--- config.mk ---
export PLATFORM = sky130hd
export DESIGN_NAME = raid0_stripe_writer
export DESIGN_NICKNAME = d
export VERILOG_FILES = /design/src/rtl/raid0_pkg.sv /design/src/rtl/raid0_stripe_buf.sv /design/src/rtl/raid0_stripe_writer.sv
export SDC_FILE = /design/constraint.sdc
export NUM_CORES = 1
export LEC_CHECK = 0
export BUFFER_PORTS_ARGS = -buffer_cell sky130_fd_sc_hd__buf_2
export CAP_MARGIN = 20
export CORE_MARGIN = 1
export CORE_UTILIZATION = 58
export CTS_CLUSTER_DIAMETER = 50
export CTS_CLUSTER_SIZE = 8
export DETAILED_ROUTE_END_ITERATION = 7
export HOLD_SLACK_MARGIN = 0.06
export PLACE_DENSITY = 0.79
export SYNTH_ARGS = -nofsm -noshare
export SYNTH_HDL_FRONTEND = slang
export SYNTH_SLANG_ARGS = --single-unit
--- constraint.sdc ---
create_clock -name clk -period 6.8 [get_ports clk]
set_input_delay 1.36 -clock clk [delete_from_list [all_inputs] [get_ports clk]]
set_output_delay 1.36 -clock clk [all_outputs]
set_load 0.02 [all_outputs]
--- src/rtl/raid0_pkg.sv ---
`default_nettype none
// ============================================================================
// Module      : raid0_pkg
// Description : Shared types and helpers for the RAID0 stripe writer.
//               Fill-side and drain-side state encodings, plus constant
//               functions for words-per-stripe and ceiling log2.
// Revision    : 1.0 - initial release
// ============================================================================
package raid0_pkg;

    typedef enum logic [0:0] {
        F_IDLE = 1'b0,
        F_FILL = 1'b1
    } fill_state_e;

    typedef enum logic [0:0] {
        D_IDLE  = 1'b0,
        D_WRITE = 1'b1
    } drain_state_e;

    // Host words that make up one full stripe across all lanes.
    function automatic int calc_wps(input int ndevice, input int dwidth_device,
                                    input int dwidth_host);
        return (ndevice * dwidth_device) / dwidth_host;
    endfunction

    // Ceiling log2; exact for the power-of-two values used here.
    function automatic int calc_log2(input int value);
        int result;
        result = 0;
        for (int i = 0; i < 31; i++) begin
            if ((1 << i) < value) begin
                result = i + 1;
            end
        end
        return result;
    endfunction

endpackage : raid0_pkg
`default_nettype wire

--- src/rtl/raid0_stripe_buf.sv ---
`default_nettype none
// ============================================================================
// Module      : raid0_stripe_buf
// Description : DEPTH-entry FIFO of committed {addr, stripe} entries.
//               Head entry is presented combinationally on head_data.
// Ports       : clk, reset_n (async, active-low)
//               push/push_data  - write an entry (never while full)
//               pop             - retire the head entry (never while empty)
//               head_data       - oldest entry
//               occupancy, full, empty - fill level status
// Revision    : 1.0 - initial release
// ============================================================================
module raid0_stripe_buf
    import raid0_pkg::*;
#(
    parameter int DEPTH = 2,
    parameter int WIDTH = 96
) (
    input  logic                        clk,
    input  logic                        reset_n,
    input  logic                        push,
    input  logic [WIDTH-1:0]            push_data,
    input  logic                        pop,
    output logic [WIDTH-1:0]            head_data,
    output logic [calc_log2(DEPTH):0]   occupancy,
    output logic                        full,
    output logic                        empty
);

    localparam int PTR_W = calc_log2(DEPTH);
    localparam int OCC_W = PTR_W + 1;

    logic [PTR_W-1:0] wr_ptr_q, wr_ptr_d;
    logic [PTR_W-1:0] rd_ptr_q, rd_ptr_d;
    logic [OCC_W-1:0] occ_q, occ_d;
    logic [WIDTH-1:0] mem_q [DEPTH];

    // DEPTH is a power of two, so pointer overflow is the wrap.
    always_comb begin
        wr_ptr_d = push ? wr_ptr_q + 1'b1 : wr_ptr_q;
        rd_ptr_d = pop  ? rd_ptr_q + 1'b1 : rd_ptr_q;
        occ_d    = occ_q;
        if (push && !pop) begin
            occ_d = occ_q + 1'b1;
        end else if (pop && !push) begin
            occ_d = occ_q - 1'b1;
        end
    end

    always_ff @(posedge clk or negedge reset_n) begin
        if (!reset_n) begin
            wr_ptr_q <= '0;
            rd_ptr_q <= '0;
            occ_q    <= '0;
        end else begin
            wr_ptr_q <= wr_ptr_d;
            rd_ptr_q <= rd_ptr_d;
            occ_q    <= occ_d;
        end
    end

    // Storage needs no reset: pointers alone define which entries are live.
    always_ff @(posedge clk) begin
        if (push) begin
            mem_q[wr_ptr_q] <= push_data;
        end
    end

    assign head_data = mem_q[rd_ptr_q];
    assign occupancy = occ_q;
    assign full      = (occ_q == OCC_W'(DEPTH));
    assign empty     = (occ_q == '0);

endmodule : raid0_stripe_buf
`default_nettype wire

--- src/rtl/raid0_stripe_writer.sv ---
`default_nettype none
// ============================================================================
// Module      : raid0_stripe_writer
// Description : RAID0 write path. Packs host words into stripes of
//               NDEVICE*DWIDTHDEVICE bits, buffers up to NSTRIPE committed
//               stripes and issues independent one-cycle write strobes per
//               device so a busy device only stalls its own lane.
// Ports       : clk, reset_n (async, active-low), enable
//               host_valid/host_ready/host_data/host_addr/host_last - host side
//               device_data/device_addr/device_write/device_busy - device side
//               busy            - stripe partially filled, buffered or draining
//               stripes_written - popped-stripe counter (RAID0_STRIPE_STAT_EN)
// Config      : define RAID0_STRIPE_STAT_EN to add the stripes_written port.
// Revision    : 1.0 - initial release
// ============================================================================
module raid0_stripe_writer
    import raid0_pkg::*;
#(
    parameter int NDEVICE       = 8,
    parameter int DWIDTHHOST    = 32,
    parameter int ADDRWIDTHHOST = 32,
    parameter int DWIDTHDEVICE  = 8,
    parameter int NSTRIPE       = 2
) (
    input  logic                              clk,
    input  logic                              reset_n,
    input  logic                              enable,
    input  logic                              host_valid,
    output logic                              host_ready,
    input  logic [DWIDTHHOST-1:0]             host_data,
    input  logic [ADDRWIDTHHOST-1:0]          host_addr,
    input  logic                              host_last,
    output logic [NDEVICE*DWIDTHDEVICE-1:0]   device_data,
    output logic [ADDRWIDTHHOST-1:0]          device_addr,
    output logic [NDEVICE-1:0]                device_write,
    input  logic [NDEVICE-1:0]                device_busy,
    output logic                              busy
`ifdef RAID0_STRIPE_STAT_EN
    ,
    output logic [31:0]                       stripes_written
`endif
);

    localparam int SW       = NDEVICE * DWIDTHDEVICE;
    localparam int WPS      = calc_wps(NDEVICE, DWIDTHDEVICE, DWIDTHHOST);
    localparam int WPS_LOG2 = calc_log2(WPS);
    localparam int CNT_W    = (WPS_LOG2 > 0) ? WPS_LOG2 : 1;
    localparam int ENTRY_W  = ADDRWIDTHHOST + SW;
    localparam int OCC_W    = calc_log2(NSTRIPE) + 1;

    // ---------------------------------------------------------------- fill
    fill_state_e              fill_state_q, fill_state_d;
    logic [CNT_W-1:0]         fill_cnt_q, fill_cnt_d;
    logic [SW-1:0]            stripe_q, stripe_d, w_stripe_merged;
    logic [ADDRWIDTHHOST-1:0] addr_q, addr_d, w_stripe_addr;
    logic                     w_accept, w_last_word, w_push;

    // ---------------------------------------------------------------- buffer
    logic [ENTRY_W-1:0]       w_head_entry;
    logic [OCC_W-1:0]         w_occ;
    logic                     w_full, w_empty, w_pop;

    // ---------------------------------------------------------------- drain
    drain_state_e             drain_state_q, drain_state_d;
    logic [SW-1:0]            dev_data_q, dev_data_d;
    logic [ADDRWIDTHHOST-1:0] dev_addr_q, dev_addr_d;
    logic [NDEVICE-1:0]       done_q, done_d;
    logic [NDEVICE-1:0]       write_prev_q, w_dev_write;

    // Gated by reset_n so host_ready reads 0 while reset is held.
    assign host_ready  = reset_n && enable && !w_full;
    assign w_accept    = host_valid && host_ready;
    assign w_last_word = host_last || (int'(fill_cnt_q) == WPS - 1);
    // The first word of a stripe fixes the stripe address.
    assign w_stripe_addr = (fill_state_q == F_IDLE) ? (host_addr >> WPS_LOG2) : addr_q;

    // stripe_q is all-zero at stripe start, so an early close leaves the
    // unwritten words zero.
    always_comb begin
        w_stripe_merged = stripe_q;
        for (int k = 0; k < WPS; k++) begin
            if (int'(fill_cnt_q) == k) begin
                w_stripe_merged[k*DWIDTHHOST +: DWIDTHHOST] = host_data;
            end
        end
    end

    always_comb begin
        fill_state_d = fill_state_q;
        fill_cnt_d   = fill_cnt_q;
        stripe_d     = stripe_q;
        addr_d       = addr_q;
        w_push       = 1'b0;
        case (fill_state_q)
            F_IDLE: begin
                if (w_accept) begin
                    if (w_last_word) begin
                        w_push = 1'b1;
                    end else begin
                        fill_cnt_d   = fill_cnt_q + 1'b1;
                        stripe_d     = w_stripe_merged;
                        addr_d       = w_stripe_addr;
                        fill_state_d = F_FILL;
                    end
                end
            end
            F_FILL: begin
                if (!enable) begin
                    fill_cnt_d   = '0;
                    stripe_d     = '0;
                    addr_d       = '0;
                    fill_state_d = F_IDLE;
                end else if (w_accept) begin
                    if (w_last_word) begin
                        w_push       = 1'b1;
                        fill_cnt_d   = '0;
                        stripe_d     = '0;
                        addr_d       = '0;
                        fill_state_d = F_IDLE;
                    end else begin
                        fill_cnt_d = fill_cnt_q + 1'b1;
                        stripe_d   = w_stripe_merged;
                    end
                end
            end
            default: fill_state_d = F_IDLE;
        endcase
    end

    raid0_stripe_buf #(
        .DEPTH (NSTRIPE),
        .WIDTH (ENTRY_W)
    ) u_stripe_buf (
        .clk       (clk),
        .reset_n   (reset_n),
        .push      (w_push),
        .push_data ({w_stripe_addr, w_stripe_merged}),
        .pop       (w_pop),
        .head_data (w_head_entry),
        .occupancy (w_occ),
        .full      (w_full),
        .empty     (w_empty)
    );

    // Strobes are combinational so a stripe loaded on one edge writes in the
    // following cycle; done_d is checked so the pop lands on the same edge
    // as the last strobe, giving one stripe every two cycles.
    always_comb begin
        drain_state_d = drain_state_q;
        dev_data_d    = dev_data_q;
        dev_addr_d    = dev_addr_q;
        done_d        = done_q;
        w_dev_write   = '0;
        w_pop         = 1'b0;
        case (drain_state_q)
            D_IDLE: begin
                if (w_occ != '0) begin
                    dev_data_d    = w_head_entry[SW-1:0];
                    dev_addr_d    = w_head_entry[ENTRY_W-1:SW];
                    done_d        = '0;
                    drain_state_d = D_WRITE;
                end
            end
            D_WRITE: begin
                // write_prev_q masks device_busy for the cycle after a strobe.
                w_dev_write = ~done_q & ~device_busy & ~write_prev_q;
                done_d      = done_q | w_dev_write;
                if (&done_d) begin
                    w_pop         = 1'b1;
                    dev_data_d    = '0;
                    dev_addr_d    = '0;
                    drain_state_d = D_IDLE;
                end
            end
            default: drain_state_d = D_IDLE;
        endcase
    end

    always_ff @(posedge clk or negedge reset_n) begin
        if (!reset_n) begin
            fill_state_q  <= F_IDLE;
            fill_cnt_q    <= '0;
            stripe_q      <= '0;
            addr_q        <= '0;
            drain_state_q <= D_IDLE;
            dev_data_q    <= '0;
            dev_addr_q    <= '0;
            done_q        <= '0;
            write_prev_q  <= '0;
        end else begin
            fill_state_q  <= fill_state_d;
            fill_cnt_q    <= fill_cnt_d;
            stripe_q      <= stripe_d;
            addr_q        <= addr_d;
            drain_state_q <= drain_state_d;
            dev_data_q    <= dev_data_d;
            dev_addr_q    <= dev_addr_d;
            done_q        <= done_d;
            write_prev_q  <= w_dev_write;
        end
    end

    assign device_data  = dev_data_q;
    assign device_addr  = dev_addr_q;
    assign device_write = w_dev_write;
    assign busy         = (fill_cnt_q != '0) || !w_empty || (drain_state_q != D_IDLE);

`ifdef RAID0_STRIPE_STAT_EN
    logic [31:0] stripes_written_q, stripes_written_d;

    always_comb begin
        stripes_written_d = stripes_written_q + {31'd0, w_pop};
    end

    always_ff @(posedge clk or negedge reset_n) begin
        if (!reset_n) begin
            stripes_written_q <= '0;
        end else begin
            stripes_written_q <= stripes_written_d;
        end
    end

    assign stripes_written = stripes_written_q;
`endif

endmodule : raid0_stripe_writer
`default_nettype wire

-- Yosys cells after proc, flatten, opt, wreduce, memory -nomap -nowiden
Memories as Yosys holds them, arrays and structs flattened.
Index checks and enable logic that the tools add are counted.
- $add $sub $neg: 5
- multipliers: 0
- divide/modulo/power cells: 0
- $lt $le $gt $ge: 0
- equality and inequality tests: 7
- shift-type cells: 0
- multiplexer cells: 48
- bitwise gates (word level): 8
- reduce and logical (&&, ||, !) cells: 19
- operators by type and width (cell ; count):
    64-bit two-way mux ; 7
    32-bit two-way mux ; 10
    64-bit one-hot mux with 2 select lines ; 2
    32-bit one-hot mux with 2 select lines ; 2
    8-bit NOT ; 3
    1-bit two-way mux ; 18
    8-bit AND ; 2
    8-bit two-way mux ; 2
    8-bit one-hot mux with 2 select lines ; 1
    8-bit OR ; 1
    1-bit one-hot mux with 2 select lines ; 4
    8-bit AND reduction ; 1
    2-bit != test (second input constant) ; 3
    3-bit by 2-bit != test with 1-bit output (second input constant) ; 2
    1-bit logical AND ; 5
    1-bit logical NOT ; 4
    2-bit two-way mux ; 2
    4-bit AND reduction ; 1
    2-bit nonzero test ; 2
    1-bit adder (second input constant) ; 3
    1-bit logical OR ; 3
    3-bit AND reduction ; 1
    2-bit by 1-bit adder with 2-bit output (second input constant) ; 1
    2-bit == test (second input constant) ; 1
    5 further kinds ; 6
- flip-flop bits (word level): 215
- bits in latches: 0
- RAM bits: 192
- memory bits (read-only): 0
- input bits: 77
- output and inout bits: 106
- logic and storage cells: 100
- memories kept: 1
- memories (memory ; words ; bits a word ; read ports ; clocked after memory_dff ; wr ports ; line ; RTL):
    u_stripe_buf.mem_q ; 2 ; 96 ; 1 ; 0 ; 1 ; raid0_stripe_buf.sv:36 ; logic [WIDTH-1:0] mem_q [DEPTH];

-- Longest topological paths before layout
Gate-level depths: netlist of run 1.
- depth after elaboration: 11
- gate-level depth with buffers: 10
- gate-level depth less buffers: 8

-- Hierarchy
A second synthesis of run 1 with hierarchy kept.
- cell total of the unflattened synthesis: 1175
- area total of the unflattened synthesis: 16727.3 µm²
- modules (own cells, without submodules) (module ; instances ; cells an instance ; area an instance (µm²) ; sequential area each (µm²)):
    raid0_stripe_writer ; 1 ; 860 ; 9495.4 ; 5280.1
    raid0_stripe_buf ; 1 ; 315 ; 7231.9 ; 5865.6

-- Worst setup path after synthesis of run 1
No wires, ideal clock.
- path kind: in2reg
- start: input host_valid
- end: memory u_stripe_buf.mem_q[0][0], enable pin
- library setup time: 0.563 ns
- arrival: 6.149 ns
- required time: 6.237 ns
- slack: 0.088 ns
- cell stages on the path: 3
- buffers on the path: 0
- cells stage by stage: inv_1 nor4_4 nor2b_1
- longest elaborated chain between the ends: 6
- RTL lines (element ; line ; RTL):
    start: declaration ; raid0_stripe_writer.sv:28 ; input logic host_valid,
    1-bit logical AND (*) ; raid0_stripe_writer.sv:72 ; assign w_accept = host_valid && host_ready;
    1-bit two-way mux (*) ; raid0_stripe_writer.sv:96, raid0_stripe_writer.sv:113 ;
    1-bit two-way mux ; raid0_stripe_writer.sv:108 ; if (!enable) begin
    1-bit one-hot mux with 2 select lines (*) ; raid0_stripe_writer.sv:94 ; case (fill_state_q)
    1-bit two-way mux (*) ; raid0_stripe_buf.sv:64 ; if (push) begin
    1-bit two-way mux (not written as such) (*) ; raid0_stripe_buf.sv:65 ; mem_q[wr_ptr_q] <= push_data;
    end: declaration ; raid0_stripe_buf.sv:36 ;
Mark *: on every way between the ends. The rest lies on a longest branch, timed or not.

-- Worst setup path in the final report of run 1
- start: input reset_n
- end: output host_ready
- longest elaborated chain between the ends: 2
- RTL lines (element ; line ; RTL):
    start: declaration ; raid0_stripe_writer.sv:26 ; input logic reset_n,
    1-bit logical AND (2 in series) ; raid0_stripe_writer.sv:71 ; assign host_ready = reset_n && enable && !w_full;
    end: declaration ; raid0_stripe_writer.sv:29 ; output logic host_ready,
Every way passes these cells.

==> impl_metrics.yaml, run 1 <==
outcome:
  status: "completed"
die:
  std_cell_rows: 60
  die_area_sq_um: 28100
  start_util_pct: 59.0
  core_sq_um: 27000
  die-width_um: 168
  ios: 183
  die_h_um: 168
critical_path:
  critPathRequiredTime_ns: 5.44
  crit_path_max_incr_delay_ns: 0.45
  crit_start: "reset_n"
  cp_slowest_cell: "buf_8"
  cp_top_family: "buffers and inverters"
  crit_arrival_ns: 2.41
  crit_type: "in -> out"
  cp_max_fo: 80
  cp_num_buf_inv: 2
  r2r_start: "drain_state_q"
  crit_chain: "buf_8 -> nand2_2 -> nor2_1 -> buf_2"
  crit_path_end_kind: "output port"
  start_kind: "primary input"
yosys:
  synth_warnings: 0
  synth_cell_types: 33
  avgSynthCellArea_sq_um: 14.4
  ys_ff_latch: 407
  syn_area_sq_um: 15900
  syn_nets: 1184
  ys_seq_area_share_pct: 70.1
  synthCells: 1106
routing:
  drtIter0Drc: 614
  ant_nets: 0
  wl_per_cell_um: 20.0
  num_vias: 9712
  routed_wl_um: 33500
  viasPerCell: 5.79
  drt_pass1_iterations: 5
  drcViolationCount: 0
grt:
  use_met3_pct: 5.34
  antenna_found_initial: 6
  grtUsageTotal_pct: 24.4
  grt_max_degree: 102
  grt_pass1_vias: 10200
  grt_use_met2_pct: 39.3
  grt.busiest_layer: "met2"
  grt_overflow_total: 0
  use_met1_pct: 32.6
  grt_pass1_wl_um: 53700
clock_network:
  clock_sinks: 407
  postCtsHoldBufs: 0
  post_cts_buffers: 0
  cts_buffers: 57
  clkSlewWorstSetupHoldPaths_ns: 0.05
  clk_latency_ns: 0.55
  cts_tree: "built"
  cts_resized: 0
  root_buffer: "clkbuf_16"
  clockBufferDepth: 3
  htree_levels: 2
min_path:
  hold_path_startpoint: "done_q[1]"
  hold_class: "reg -> reg"
placement:
  port_buffers: 181
  dp_hpwl_um: 18100
  placed_cells: 1564
  place.gp.congestion: 0.754
timing:
  post-route-period-util_pct: 55.4
  finClkSkew_ns: 0.0155
  tns_ns: 0
  slew_headroom_pct: 28.9
  rsz0062_at_grt: "no"
  fin_crit_ns: 3.77
  worstMarginPinSlew_ns: 1.07
  hold_viol_final: 0
  max_freq_mhz: 265
  finalMaxSlewViolations: 0
  setup_viol: 0
layout:
  drive_above_1_share_pct: 25.5
  final-seq-area_sq_um: 11200
  final_nets: 1363
  area_delta_synth_final_pct: 18.0
  multi_input_area_sq_um: 4400
  layout_commonest_cell: "dfrtp_1"
  fin_cells: 1677
  fillers: 1813
  layout_common_cells: "212 x dfrtp_1, 192 x edfxtp_1, 180 x buf_2"
power_and_ir_drop:
  p_leak_nw: 8.22
  cellPowerDensity_nw_per_um2: 452
  ir_drop_uv: 264
job:
  maxCapViolations: 0
-- report_power, final --
group          switching, mW  internal (mW)
combinational           1.44          0.945
clock                  0.975           1.61
sequential             0.318           3.20
total                   2.73           5.76
-- path summary, 6_finish.rpt --
check / endpoint / slack (ns) / depth (start not counted)
setup / recovery: host_ready / 3.03 / 4
hold / removal: write_prev_q[1] / 0.45 / 1
setup reg to reg: device_data[12] / 3.71 / 4
hold reg to reg: write_prev_q[1] / 0.45 / 1
max in group asynchronous: fill_cnt_q / 4.71 / 2
min in group asynchronous: device_addr[3] / 0.80 / 1
-- flip-flops by register name, summed over array words and instances (netlist names) --
name                    flops
drain_state_q               1
done_q                      8
device_addr                32
addr_q                     32
stripe_q                   64
u_stripe_buf.occupancy      2
write_prev_q                8
device_data                64
fill_cnt_q                  1
u_stripe_buf.rd_ptr_q       1
u_stripe_buf.wr_ptr_q       1
u_stripe_buf.mem_q        192
fill_state_q                1
-- cell type report --
cell class              count  area share [%]
multi-input cells         618            23.4
flip-flops and latches    407            59.4
inverters                   2          0.0400
diodes                      5          0.0667
well taps                 341            2.27
repair buffers            199            5.88
clock buffers             103            8.80
clock inverters             2          0.0866
-- synthesized netlist by cell type (all sizes together) --
master | instances | area share (%)
a21o | 1 | 0.047
a21oi | 6 | 0.19
a22o | 66 | 3.6
and2 | 3 | 0.12
buf | 51 | 1.8
clkbuf | 28 | 0.66
dfrtp | 215 | 34
edfxtp | 192 | 36
ha | 1 | 0.079
inv | 2 | 0.047
mux2 | 64 | 4.5
mux2i | 97 | 6.1
nand2 | 170 | 4.0
nand2b | 32 | 1.3
nor2 | 29 | 0.68
nor2b | 2 | 0.13
nor3 | 2 | 0.063
nor4 | 2 | 0.27
nor4b | 1 | 0.15
o2111ai | 1 | 0.055
o21ai | 2 | 0.063
o21bai | 3 | 0.14
o22ai | 98 | 3.9
o2bb2ai | 31 | 1.7
o31ai | 1 | 0.047
or2 | 1 | 0.039
xnor2 | 1 | 0.055
xor2 | 4 | 0.22
-- through the flow --
step                      setup slack [ns]  hold WS [ns]  total power [mW]  area, sq um  util, %
after floorplan                     0.0876         0.445              5.25        15900        -
after global placement                2.54         0.442              5.81        17000     63.1
after detailed placement              2.54         0.449              5.91        17000     63.1
after CTS                             2.98         0.451              8.52        18700     69.3
after global routing                  2.89         0.467              8.89        18800     69.6
final                                 3.03         0.454              8.49        18800     69.7
-- routing by layer --
layer	wire length [um]	vias to the layer above	share of wire, %
li1	-	4463	-
met2	16000	288	48
met3	1880	81	5.6
met1	14600	4878	44
met4	965	2	2.9
met5	11	-	0.033
-- cell families after synthesis --
family	Yosys count	synth area share, %
xor gates and xnor gates	5	0.275
muxes	161	10.6
adders and majority gates	1	0.0786
AOI/OAI and AO/OA	209	9.74
buffers and inverters	81	2.49
and+or+nand+nor	242	6.73
DFF	407	70.1
Power figures use the tool's default switching activity.
==> run 2: changes to the inputs <==
Settings changed: CORE_UTILIZATION 58 to 52, PLACE_DENSITY 0.79 to 0.75.
Clock period 6.8 ns to 3.4 ns, I/O delays scaled along.
==> run 2 against run 1 <==
Die area is 11% higher. Register-to-register slack worse by 2.8 ns. Design area rose by 0.55%. Combinational power increased by 100%. Worst hold slack got worse by 0.24 ns. Routed wire length rose by 1.3%. Flip-flop and latch count unchanged.
==> impl_metrics.yaml, run 2 (synthesis results as in run 1) <==
layout:
  final-seq-area_sq_um: 11200
  final_nets: 1366
  final_cell_area_sq_um: 18900
  multi_input_area_sq_um: 4400
  fillers: 2215
  layout_commonest_cell: "dfrtp_1"
  layout_common_cells: "212 x dfrtp_1, 192 x edfxtp_1, 180 x buf_2"
  largest_register: "u_stripe_buf.mem_q"
  drive_above_1_share_pct: 25.5
  area_delta_synth_final_pct: 18.6
  largest_reg_flops: 192
timing:
  finClkSkew_ns: 0.0206
  rsz0062_at_grt: "no"
  hold_viol_final: 0
  slew_headroom_pct: 38.4
  max_freq_mhz: 354
  finalMaxSlewViolations: 0
  fin_crit_ns: 2.83
  post-route-period-util_pct: 83.1
  setup_viol: 0
  setup_slack_ns: 0.575
  worstMarginPinSlew_ns: 0.925
  tns_ns: 0
grt:
  grt_overflow_total: 0
  grtUsageTotal_pct: 22.1
  grt_pass1_vias: 10000
  use_met1_pct: 29.2
  grt_pass1_wl_um: 53800
  grt_max_degree: 119
  grt_use_met2_pct: 36.3
  grt.busiest_layer: "met2"
  antenna_found_initial: 6
  use_met3_pct: 5.24
clock_network:
  post_cts_buffers: 0
  htree_levels: 2
  root_buffer: "clkbuf_16"
  clock_sinks: 407
  clkSlewWorstSetupHoldPaths_ns: 0.05
  clk_latency_ns: 0.56
  cts_buffers: 57
  postCtsHoldBufs: 0
  clockBufferDepth: 3
  cts_tree: "built"
  cts_resized: 0
die:
  start_util_pct: 53.3
  die_h_um: 177
  die-width_um: 177
  core_sq_um: 29900
  ios: 183
  std_cell_rows: 63
  die_area_sq_um: 31300
critical_path:
  cp.depth: 3
  cp_top_family: "simple AND/OR/NAND/NOR gates"
  crit_path_max_incr_delay_ns: 0.64
  worst_r2r_path_depth: 5
  start_kind: "register"
  critPathRequiredTime_ns: 2.72
  crit_chain: "nor3_1 -> nand2b_1 -> buf_2"
  crit_arrival_ns: 2.15
  crit_type: "reg -> out"
  crit_path_end_kind: "output port"
  cp_max_fo: 19
  cp_slowest_cell: "nor3_1"
  cp_num_buf_inv: 1
outcome:
  status: "completed"
min_path:
  hold_class: "in -> async"
routing:
  num_vias: 9599
  drtIter0Drc: 656
  drcViolationCount: 0
  ant_nets: 0
  viasPerCell: 5.55
  drt_pass1_iterations: 7
  wl_per_cell_um: 19.6
  routed_wl_um: 33900
placement:
  place_area_sq_um: 17200
  dp_slack_ns: 0.659
  place.gp.congestion: 0.776
  dp_hpwl_um: 19000
  port_buffers: 181
power_and_ir_drop:
  ir_drop_uv: 506
  cellPowerDensity_nw_per_um2: 901
  p_leak_nw: 8.24
job:
  maxCapViolations: 0
[run 2: final cells by class]
class / instances / share of cell area [%]
flip-flops and latches: 407 / 59.1
inverters: 2 / 0.0398
diodes: 5 / 0.0663
well taps: 390 / 2.59
multi-input cells: 618 / 23.3
clock buffers: 105 / 8.74
clock inverters: 2 / 0.0862
repair buffers: 202 / 6.09
[run 2: path summary, 6_finish.rpt]
kind	from	endpoint	slack, ns
worst max-delay path	drain_state_q	busy	0.57
worst min-delay path	reset_n	addr_q[4]	0.21
worst max register to register	u_stripe_buf.occupancy[0]	stripe_q[4]	0.95
worst min register to register	done_q[7]	write_prev_q[7]	0.46
max in group asynchronous	reset_n	device_data[42]	1.95
min in group clk	host_addr[21]	addr_q[20]	0.40
[run 2: report_power, final]
group / total [mW] / leakage, nW / internal (mW) / switching (mW)
logic: 4.86 / 2.87 / 1.92 / 2.94
registers: 6.96 / 4.58 / 6.40 / 0.566
clock network: 5.19 / 0.786 / 3.22 / 1.97
[run 2: routing by layer]
metal | vias to the layer above | routed length (um)
li1 | 4477 | -
met3 | 43 | 2000
met5 | - | 8
met4 | 2 | 632
met2 | 230 | 16500
met1 | 4847 | 14800
[run 2: stage by stage]
stage	cells	hold slack [ns]	total power [mW]	util [%]
floorplan	1106	0.384	10.5	-
CTS	1726	0.225	17.2	63.1
finish	1731	0.213	17.0	63.2
global placement	1619	0.439	11.7	57.6
global route	1729	0.249	17.9	63.2
detailed placement	1619	0.442	11.9	57.6
